**src/rtl/ex_muldiv_unit.sv**
```systemverilog
// EX-stage iterative multiply/divide unit writing the architectural HI/LO pair.
// The divide datapath exists only when MULDIV_DIV_EN is defined; otherwise divide ops complete as no-ops.
module ex_muldiv_unit (
    input  logic        clk,
    input  logic        reset,
    input  logic        start,
    input  logic [1:0]  op,
    input  logic [31:0] opA,
    input  logic [31:0] opB,
    input  logic        rd_req,
    input  logic        mthi,
    input  logic        mtlo,
    input  logic [31:0] wdata,
    input  logic        flush,
    output logic        busy,
    output logic        done,
    output logic        stall,
    output logic        div0,
    output logic [31:0] hi,
    output logic [31:0] lo
);

    localparam int unsigned XLEN = 32;
    localparam int unsigned ACCW = 2 * XLEN;
    localparam int unsigned CNTW = 5;
    localparam logic [CNTW-1:0] LASTITER = CNTW'(XLEN - 1);

    typedef enum logic [1:0] {
        IDLE = 2'd0,
        CALC = 2'd1,
        FIX  = 2'd2
    } state_t;

    state_t          state;
    state_t          stateNext;
    logic            launch;
    logic            iterate;
    logic            finish;
    logic            mtWrite;
    logic            skipCalc;
    logic            isDiv;
    logic            negRes;
    logic [CNTW-1:0] cnt;
    logic [XLEN-1:0] opnd;
    logic [ACCW-1:0] acc;

    logic            aNeg;
    logic            bNeg;
    logic [XLEN-1:0] absA;
    logic [XLEN-1:0] absB;
    logic [XLEN:0]   mulSum;
    logic [ACCW-1:0] mulStep;
    logic [ACCW-1:0] product;

    // Signed ops run on magnitudes; the sign is restored in FIX.
    assign aNeg = op[0] & opA[XLEN-1];
    assign bNeg = op[0] & opB[XLEN-1];
    assign absA = aNeg ? -opA : opA;
    assign absB = bNeg ? -opB : opB;

    // acc = {partial product, remaining multiplier bits}; one shift-add per cycle.
    assign mulSum  = {1'b0, acc[ACCW-1:XLEN]} + {1'b0, opnd};
    assign mulStep = acc[0] ? {mulSum, acc[XLEN-1:1]} : {1'b0, acc[ACCW-1:1]};
    assign product = negRes ? -acc : acc;

`ifdef MULDIV_DIV_EN
    logic            negRem;
    logic            divZero;
    logic            divGe;
    logic [XLEN:0]   divShift;
    logic [XLEN-1:0] divRem;
    logic [ACCW-1:0] divStep;
    logic [XLEN-1:0] quot;
    logic [XLEN-1:0] rem;

    // acc = {remainder, dividend/quotient}; restoring shift-subtract, quotient bits enter at the LSB.
    assign divShift = {acc[ACCW-1:XLEN], acc[XLEN-1]};
    assign divGe    = divShift >= {1'b0, opnd};
    assign divRem   = divGe ? (divShift[XLEN-1:0] - opnd) : divShift[XLEN-1:0];
    assign divStep  = {divRem, acc[XLEN-2:0], divGe};
    assign quot     = negRes ? -acc[XLEN-1:0] : acc[XLEN-1:0];
    assign rem      = negRem ? -acc[ACCW-1:XLEN] : acc[ACCW-1:XLEN];
    assign skipCalc = op[1] & (opB == '0);
`else
    assign skipCalc = op[1];
`endif

    assign stall = busy & (rd_req | start);

    always_comb begin : fsmNext
        stateNext = state;
        launch    = 1'b0;
        iterate   = 1'b0;
        finish    = 1'b0;
        mtWrite   = 1'b0;
        case (state)
            IDLE: begin
                mtWrite = ~start;
                if (start) begin
                    launch    = 1'b1;
                    stateNext = skipCalc ? FIX : CALC;
                end
            end
            CALC: begin
                iterate = 1'b1;
                if (cnt == '0) begin
                    stateNext = FIX;
                end
            end
            FIX: begin
                finish    = 1'b1;
                stateNext = IDLE;
            end
            default: stateNext = IDLE;
        endcase
        // Abort wins over every transition, including a launch from IDLE.
        if (flush) begin
            stateNext = IDLE;
            launch    = 1'b0;
            iterate   = 1'b0;
            finish    = 1'b0;
        end
    end

    always_ff @(posedge clk or negedge reset) begin : stateReg
        if (!reset) begin
            state <= IDLE;
        end else begin
            state <= stateNext;
        end
    end

    always_ff @(posedge clk or negedge reset) begin : datapath
        if (!reset) begin
            cnt    <= '0;
            isDiv  <= 1'b0;
            negRes <= 1'b0;
            opnd   <= '0;
            acc    <= '0;
`ifdef MULDIV_DIV_EN
            negRem  <= 1'b0;
            divZero <= 1'b0;
`endif
        end else if (launch) begin
            cnt    <= LASTITER;
            isDiv  <= op[1];
            negRes <= aNeg ^ bNeg;
`ifdef MULDIV_DIV_EN
            negRem  <= aNeg;
            divZero <= skipCalc;
            if (skipCalc) begin
                acc  <= {XLEN'(0), opA};
                opnd <= opB;
            end else if (op[1]) begin
                acc  <= {XLEN'(0), absA};
                opnd <= absB;
            end else begin
                acc  <= {XLEN'(0), absB};
                opnd <= absA;
            end
`else
            acc  <= {XLEN'(0), absB};
            opnd <= absA;
`endif
        end else if (iterate) begin
            cnt <= cnt - CNTW'(1);
`ifdef MULDIV_DIV_EN
            acc <= isDiv ? divStep : mulStep;
`else
            acc <= mulStep;
`endif
        end
    end

    // HI/LO, status flags; completion and MTHI/MTLO writes never coincide (FIX vs IDLE).
    always_ff @(posedge clk or negedge reset) begin : results
        if (!reset) begin
            hi   <= '0;
            lo   <= '0;
            done <= 1'b0;
            div0 <= 1'b0;
            busy <= 1'b0;
        end else begin
            done <= finish;
            busy <= (stateNext != IDLE);
            if (finish) begin
`ifdef MULDIV_DIV_EN
                div0 <= divZero;
                if (divZero) begin
                    hi <= acc[XLEN-1:0];
                    lo <= '1;
                end else if (isDiv) begin
                    hi <= rem;
                    lo <= quot;
                end else begin
                    hi <= product[ACCW-1:XLEN];
                    lo <= product[XLEN-1:0];
                end
`else
                div0 <= 1'b0;
                if (!isDiv) begin
                    hi <= product[ACCW-1:XLEN];
                    lo <= product[XLEN-1:0];
                end
`endif
            end else if (mtWrite) begin
                if (mthi) begin
                    hi <= wdata;
                end
                if (mtlo) begin
                    lo <= wdata;
                end
            end
        end
    end

endmodule

```
**config.mk**
```make
export PLATFORM = sky130hd
export DESIGN_NAME = ex_muldiv_unit
export DESIGN_NICKNAME = d
export VERILOG_FILES = /design/src/rtl/ex_muldiv_unit.sv
export SDC_FILE = /design/constraint.sdc
export NUM_CORES = 1
export LEC_CHECK = 0
export BUFFER_PORTS_ARGS = -buffer_cell sky130_fd_sc_hd__buf_2
export CAP_MARGIN = 20
export CORE_AREA = 5 5 188 190
export DETAILED_ROUTE_END_ITERATION = 7
export DIE_AREA = 0 0 193 195
export PLACE_DENSITY = 0.51
export SYNTH_ARGS = -nofsm -noshare
export SYNTH_HDL_FRONTEND = slang
export SYNTH_SLANG_ARGS = --single-unit
export TNS_END_PERCENT = 10
```
**constraint.sdc**
```tcl
create_clock -name clk -period 6.1 [get_ports clk]
set_input_delay 0.305 -clock clk [delete_from_list [all_inputs] [get_ports clk]]
set_output_delay 0.305 -clock clk [all_outputs]
set_load 0.02 [all_outputs]
```
# ---- After elaboration in Yosys (flattened, before gate mapping)
# Index checks and enable logic that the tools add are counted.
dict set report word_totals {
  inputBits 105
  out_inout_bits 68
  elab_cells 62
  reg_bits 171
}
dict set report op_classes {
  bitwise_logic 6
  n_eq_ne 3
  muxes 29
  add_sub_neg 5
  n_reduce_logical 9
}
# cell n
set ops {}
lappend ops {{2-to-1 mux 32 bit} 10}
lappend ops {{2-to-1 mux 64 bit} 4}
lappend ops {{negation 32 bit} 2}
lappend ops {{negation 64 bit} 1}
lappend ops {{adder 32 x 32 -> 33 bit} 1}
lappend ops {{2-to-1 mux 5 bit} 2}
lappend ops {{nonzero test 2 bit} 5}
lappend ops {{2-to-1 mux 1 bit} 8}
lappend ops {{2-to-1 mux 2 bit} 4}
lappend ops {{AND reduction 3 bit} 2}
lappend ops {{zero test 5 bit} 1}
lappend ops {{subtractor 5 x 1 -> 5 bit, second input constant} 1}
lappend ops {{one-hot mux 2 bit (2 select lines)} 1}
lappend ops {{AND 1 bit} 3}
lappend ops {{== test 2 x 1 -> 1 bit, second input constant} 1}
lappend ops {{== test 2 bit, second input constant} 1}
lappend ops {{zero test 2 bit} 1}
lappend ops {{inequality test 2 bit, second input constant} 1}
lappend ops {{NOT 1 bit} 1}
lappend ops {{bitwise OR 1 bit} 1}
lappend ops {{bitwise XOR 1 bit} 1}

# ---- Longest topological paths before layout
dict set report logic_depth {
  word_depth 5
  mapped_depth 12
  mapped_depth_nobuf 11
}

# ---- Worst setup path after synthesis
# Ideal clock, no wire load.
dict set report synth_timing {
  kind {register -> register}
  startpoint {register acc[0]}
  endpoint {register hi[18]}
  n_path_buf 2
  t_arrival_ns 2.820
  path_slack_ns 3.198
  stages_incl_launch_ff 13
  path_cell_list {dfrtp_1 -> buf_1 -> inv_2 -> clkbuf_1 -> ha_1 -> nand2_1 -> or4_1 -> o21ai_1 -> nand2_1 -> a21oi_1 -> xnor2_1 -> nand2_1 -> a31oi_1}
}
dict set report synth_via {
  elab_chain_len 4
}
# item line
set synth_rtl {}
lappend synth_rtl {{start, declared} 45} ;# logic [ACCW-1:0] acc;
lappend synth_rtl {{start signal, assigned} 162} ;# acc <= {XLEN'(0), absB};
lappend synth_rtl {{start signal, assigned} 170} ;# acc <= mulStep;
lappend synth_rtl {{negation 64 bit} 64} ;# assign product = negRes ? -acc : acc;
lappend synth_rtl {{2-to-1 mux 64 bit} 64}
lappend synth_rtl {{2-to-1 mux 32 bit} 201} ;# if (!isDiv) begin
lappend synth_rtl {{2-to-1 mux 32 bit} 186} ;# if (finish) begin
lappend synth_rtl {{end signal, assigned} 202} ;# hi <= product[ACCW-1:XLEN];
lappend synth_rtl {{end signal, assigned} 208} ;# hi <= wdata;
lappend synth_rtl {{end, declared} 19} ;# output logic [31:0] hi,
# Every way passes these cells. The select of a mux whose other input is x is not followed.
# A chain may end at the register's enable or synchronous reset.

# ---- Final worst setup path
# Ends and elaborated chain as after synthesis.

==> impl_metrics.py <==
metrics = {
    "layout": {
        "diodes": 0,
        "area_delta_synth_final_pct": 15.65,
        "nets": 1638,
        "final_area_sq_um": 13300,
        "drive_above_1_share_pct": 16.45,
    },
    "sta": {
        "max_freq_mhz": 273.0,
        "slew_viol_final": 0,
        "period_needed_ns": 3.663,
        "max_slew_margin_pct": 27.91,
        "rsz0062_at_grt": "false",
        "setup-violations-final": 0,
        "tightest_slew_ns": 1.081,
        "setup_ws_ns": 2.437,
        "tns_ns": 0,
        "period_share_pct": 60.05,
        "fin_worst_skew_ns": 0.01316,
        "hold_viol": 0,
    },
    "logic_synthesis": {
        "synth_top_area_share_pct": 37.22,
        "ys_warn_count": 0,
        "netlist_instances": 1369,
        "synth_top_area_cell": "dfrtp_1",
        "synth-edff-count": 0,
        "synth.area.top_cells": "dfrtp_1 (37%), o21ai_0 (7.5%), nand2_1 (6.5%), xnor2_1 (6.5%), xor2_1 (4.9%)",
        "async_reset_ff_share_pct": 100.0,
        "ys_types": 69,
        "yosysSeqAreaShare_pct": 37.22,
        "synth-main-ff-cell": "dfrtp_1",
        "netlist_area_sq_um": 11500,
        "synth_area_per_cell_sq_um": 8.398,
        "ys_seq_elements": 171,
        "syn_nets": 1512,
    },
    "global_routing": {
        "grt_max_degree": 88,
        "grt_pass1_wl_microns": 59680,
        "antenna_found_initial": 2,
        "grt_pass1_vias": 10100,
        "groute.usage.overall_pct": 20.29,
        "grt-ovfl-total": 0,
    },
    "cts": {
        "cts_buffer_depth": 2,
        "post_cts_buffers": 0,
        "cts_made_buffers": 17,
        "cts_tree": "done",
        "clock_latency_ns": 0.43,
        "clock_sinks": 171,
        "cts-resized-gates": 0,
        "cts-root-buf": "clkbuf_16",
        "holdBufCountCts": 1,
        "htreeDepth": 4,
        "clkTransAtPathRegs_ns": 0.07,
    },
    "placed_design": {
        "dp.final_hpwl_microns": 30200,
        "place_congestion": 0.9185,
        "port_buffers": 171,
        "pre_cts_ws_ns": 2.382,
        "dpl_cell_area_sq_um": 12670,
    },
    "drt": {
        "dr.pass1.iters": 5,
        "drt_iter0_drc": 755,
        "routed_via_density": 5.307,
        "wl_per_cell_microns": 19.76,
        "wl_microns": 38650,
        "route.detailed.drc": 0,
        "final_antenna_net_count": 0,
        "vias": 10380,
    },
    "critical_path": {
        "cp_slowest_cell": "dfrtp_1",
        "cp-start-kind": "flop",
        "path_common_cell": "nand2_1",
        "crit_path_end_kind": "flop",
        "cp.arrival_ns": 4.01,
        "crit_type": "reg -> reg",
        "regToRegSetupSlack_ns": 2.44,
        "worstPathMaxFanout": 28,
        "crit_cells": 10,
        "rr_endpoint": "hi[18]",
        "crit_path_end": "hi[18]",
        "r2r_cells": 10,
        "cp_slowest_stage_delay_ns": 0.78,
        "cp.required_ns": 6.45,
        "path_cells": "inv_2, ha_1, nand2_1, or4_1, o21ai_1, nand2_1, a21oi_1, xnor2_1, nand2_1, a31oi_1",
        "r2r-start": "acc[0]",
        "crit_family": "simple AND/OR/NAND/NOR gates",
        "critPathLaunch": "acc[0]",
        "path_buf_inv": 1,
    },
    "floorplanning": {
        "fp-row-count": 67,
        "start_util_pct": 34.55,
        "core-area_sq_um": 33280,
        "die_h_microns": 195,
        "ioPinCount": 173,
        "die_width_microns": 193,
        "die_area_sq_um": 37640,
    },
    "min_path": {
        "hp-class": "in -> reg",
        "hold_depth": 2,
    },
    "power": {
        "power_density_nw_per_um2": 324.9,
        "p_leak_nw": 5.926,
        "irDropWorstVdd_v": 0.0001806,
    },
    "flow_run": {
        "cap_violations": 0,
    },
    "status": {
        "status": "finished, final reports clean",
    },
}
per-stage QoR:
| step | power [mW] | cells | hold WS [ns] | util, % |
|---|---|---|---|---|
| 2_1_floorplan | 2.647 | 1369 | 0.009409 | - |
| 3_3_place_gp | 3.205 | 1922 | 0.2564 | 38.06 |
| 3_5_place_dp | 3.206 | 1922 | 0.2560 | 38.06 |
| 4_1_cts | 4.348 | 1955 | 0.09828 | 39.89 |
| 5_1_grt | 4.599 | 1956 | 0.09959 | 39.95 |
| 6_report | 4.320 | 1956 | 0.1381 | 39.95 |
kinds of logic (layout without fill, tap and decap cells):
| logic type | after synthesis | count (layout) | synth area share [%] |
|---|---|---|---|
| AOI/OAI and AO/OA | 441 | 441 | 23.17 |
| DFF | 171 | 171 | 37.22 |
| muxes | 16 | 16 | 1.426 |
| buffers and inverters | 99 | 238 | 3.776 |
| and+or+nand+nor | 454 | 454 | 18.83 |
| xor gates and xnor gates | 149 | 149 | 11.35 |
| adders and majority gates | 38 | 38 | 4.201 |
| other | 1 | 1 | 0.03262 |
worst reg2reg max path, delay by kind of cell, from the launching register on:
kind	cells	cell delay, ns
compound gates	3	0.87
xor+xnor	1	0.13
fa+ha+maj	1	0.29
buf+inv	1	0.63
flops	1	0.78
simple gates	4	0.88
power breakdown:
group,switching [mW],total [mW],internal [mW]
clock,0.487,1.13,0.647
sequential,0.311,1.67,1.36
combinational,0.916,1.51,0.596
total,1.71,4.32,2.61
placed cells by master, fill, tap and decap left out, types with 20 or more instances in the layout:
master / Yosys / layout
xor2_1: 64 / 64
a21oi_1: 97 / 97
ha_1: 37 / 37
inv_1: 20 / 20
o21ai_0: 172 / 172
buf_2: 0 / 170
nor2_1: 101 / 100
dfrtp_1: 171 / 170
o31ai_1: 39 / 39
a22oi_1: 25 / 25
nor3_1: 23 / 23
xnor2_1: 85 / 85
a31oi_1: 20 / 20
nand2_1: 199 / 199
cell type report:
class,instances,area (sq um)
fillers,3456,19980
clock buffers,18,429.2
flip-flops and latches,171,4280
well taps,448,560.5
clock inverters,14,170.2
inverters,22,82.58
multi-input cells,1099,6799
repair buffers,184,974.7
Yosys cell counts (3+ instances only):
master and number:
mux2i_1 13, clkbuf_8 5, o22ai_1 3, dfrtp_1 171
o21ai_0 172, nor3_1 23, clkbuf_1 64, nand2b_1 4
a32oi_1 9, a221oi_1 5, inv_1 20, a211oi_1 8
o41ai_1 11, nor2b_1 7, xor2_1 64, nand3_1 15
xnor2_1 85, o31ai_1 39, a31oi_1 20, nor4_1 5
and3_1 19, o21bai_1 5, or3_1 17, a22oi_1 25
nor2_1 101, a21o_1 19, a21boi_0 7, nand4_1 10
nand2_1 199, o21a_1 7, ha_1 37, nor3b_1 3
and2_1 14, or3_2 3, or2_2 6, a21oi_1 97
or4_1 9, mux2_2 3, buf_1 6
layer usage:
| layer | track usage (%) | up-vias | part of all wire (%) |
|---|---|---|---|
| met5 | 0 | - | 0.060 |
| met4 | 5.560 | 4 | 2.3 |
| met3 | 3.518 | 44 | 5.6 |
| met2 | 30.90 | 272 | 44 |
| met1 | 29.73 | 4911 | 48 |
| li1 | - | 5149 | - |
how the worst min path moves through the flow:
stage	start	endpoint	slack [ns]
final	op[1]	state[0]	0.14
after detailed placement	reset	hi[11]	0.26
after CTS	op[1]	state[0]	0.1
after floorplan	reset	acc[0]	0.009
after global placement	reset	hi[11]	0.26
after global routing	op[1]	state[0]	0.1
registers in the layout, indices dropped and copies added (netlist names):
| name | flops |
|---|---|
| lo | 32 |
| opnd | 32 |
| done | 1 |
| state | 2 |
| cnt | 5 |
| busy | 1 |
| hi | 32 |
| isDiv | 1 |
| acc | 64 |
| negRes | 1 |
No activity file was read; power rests on OpenSTA's default activity.
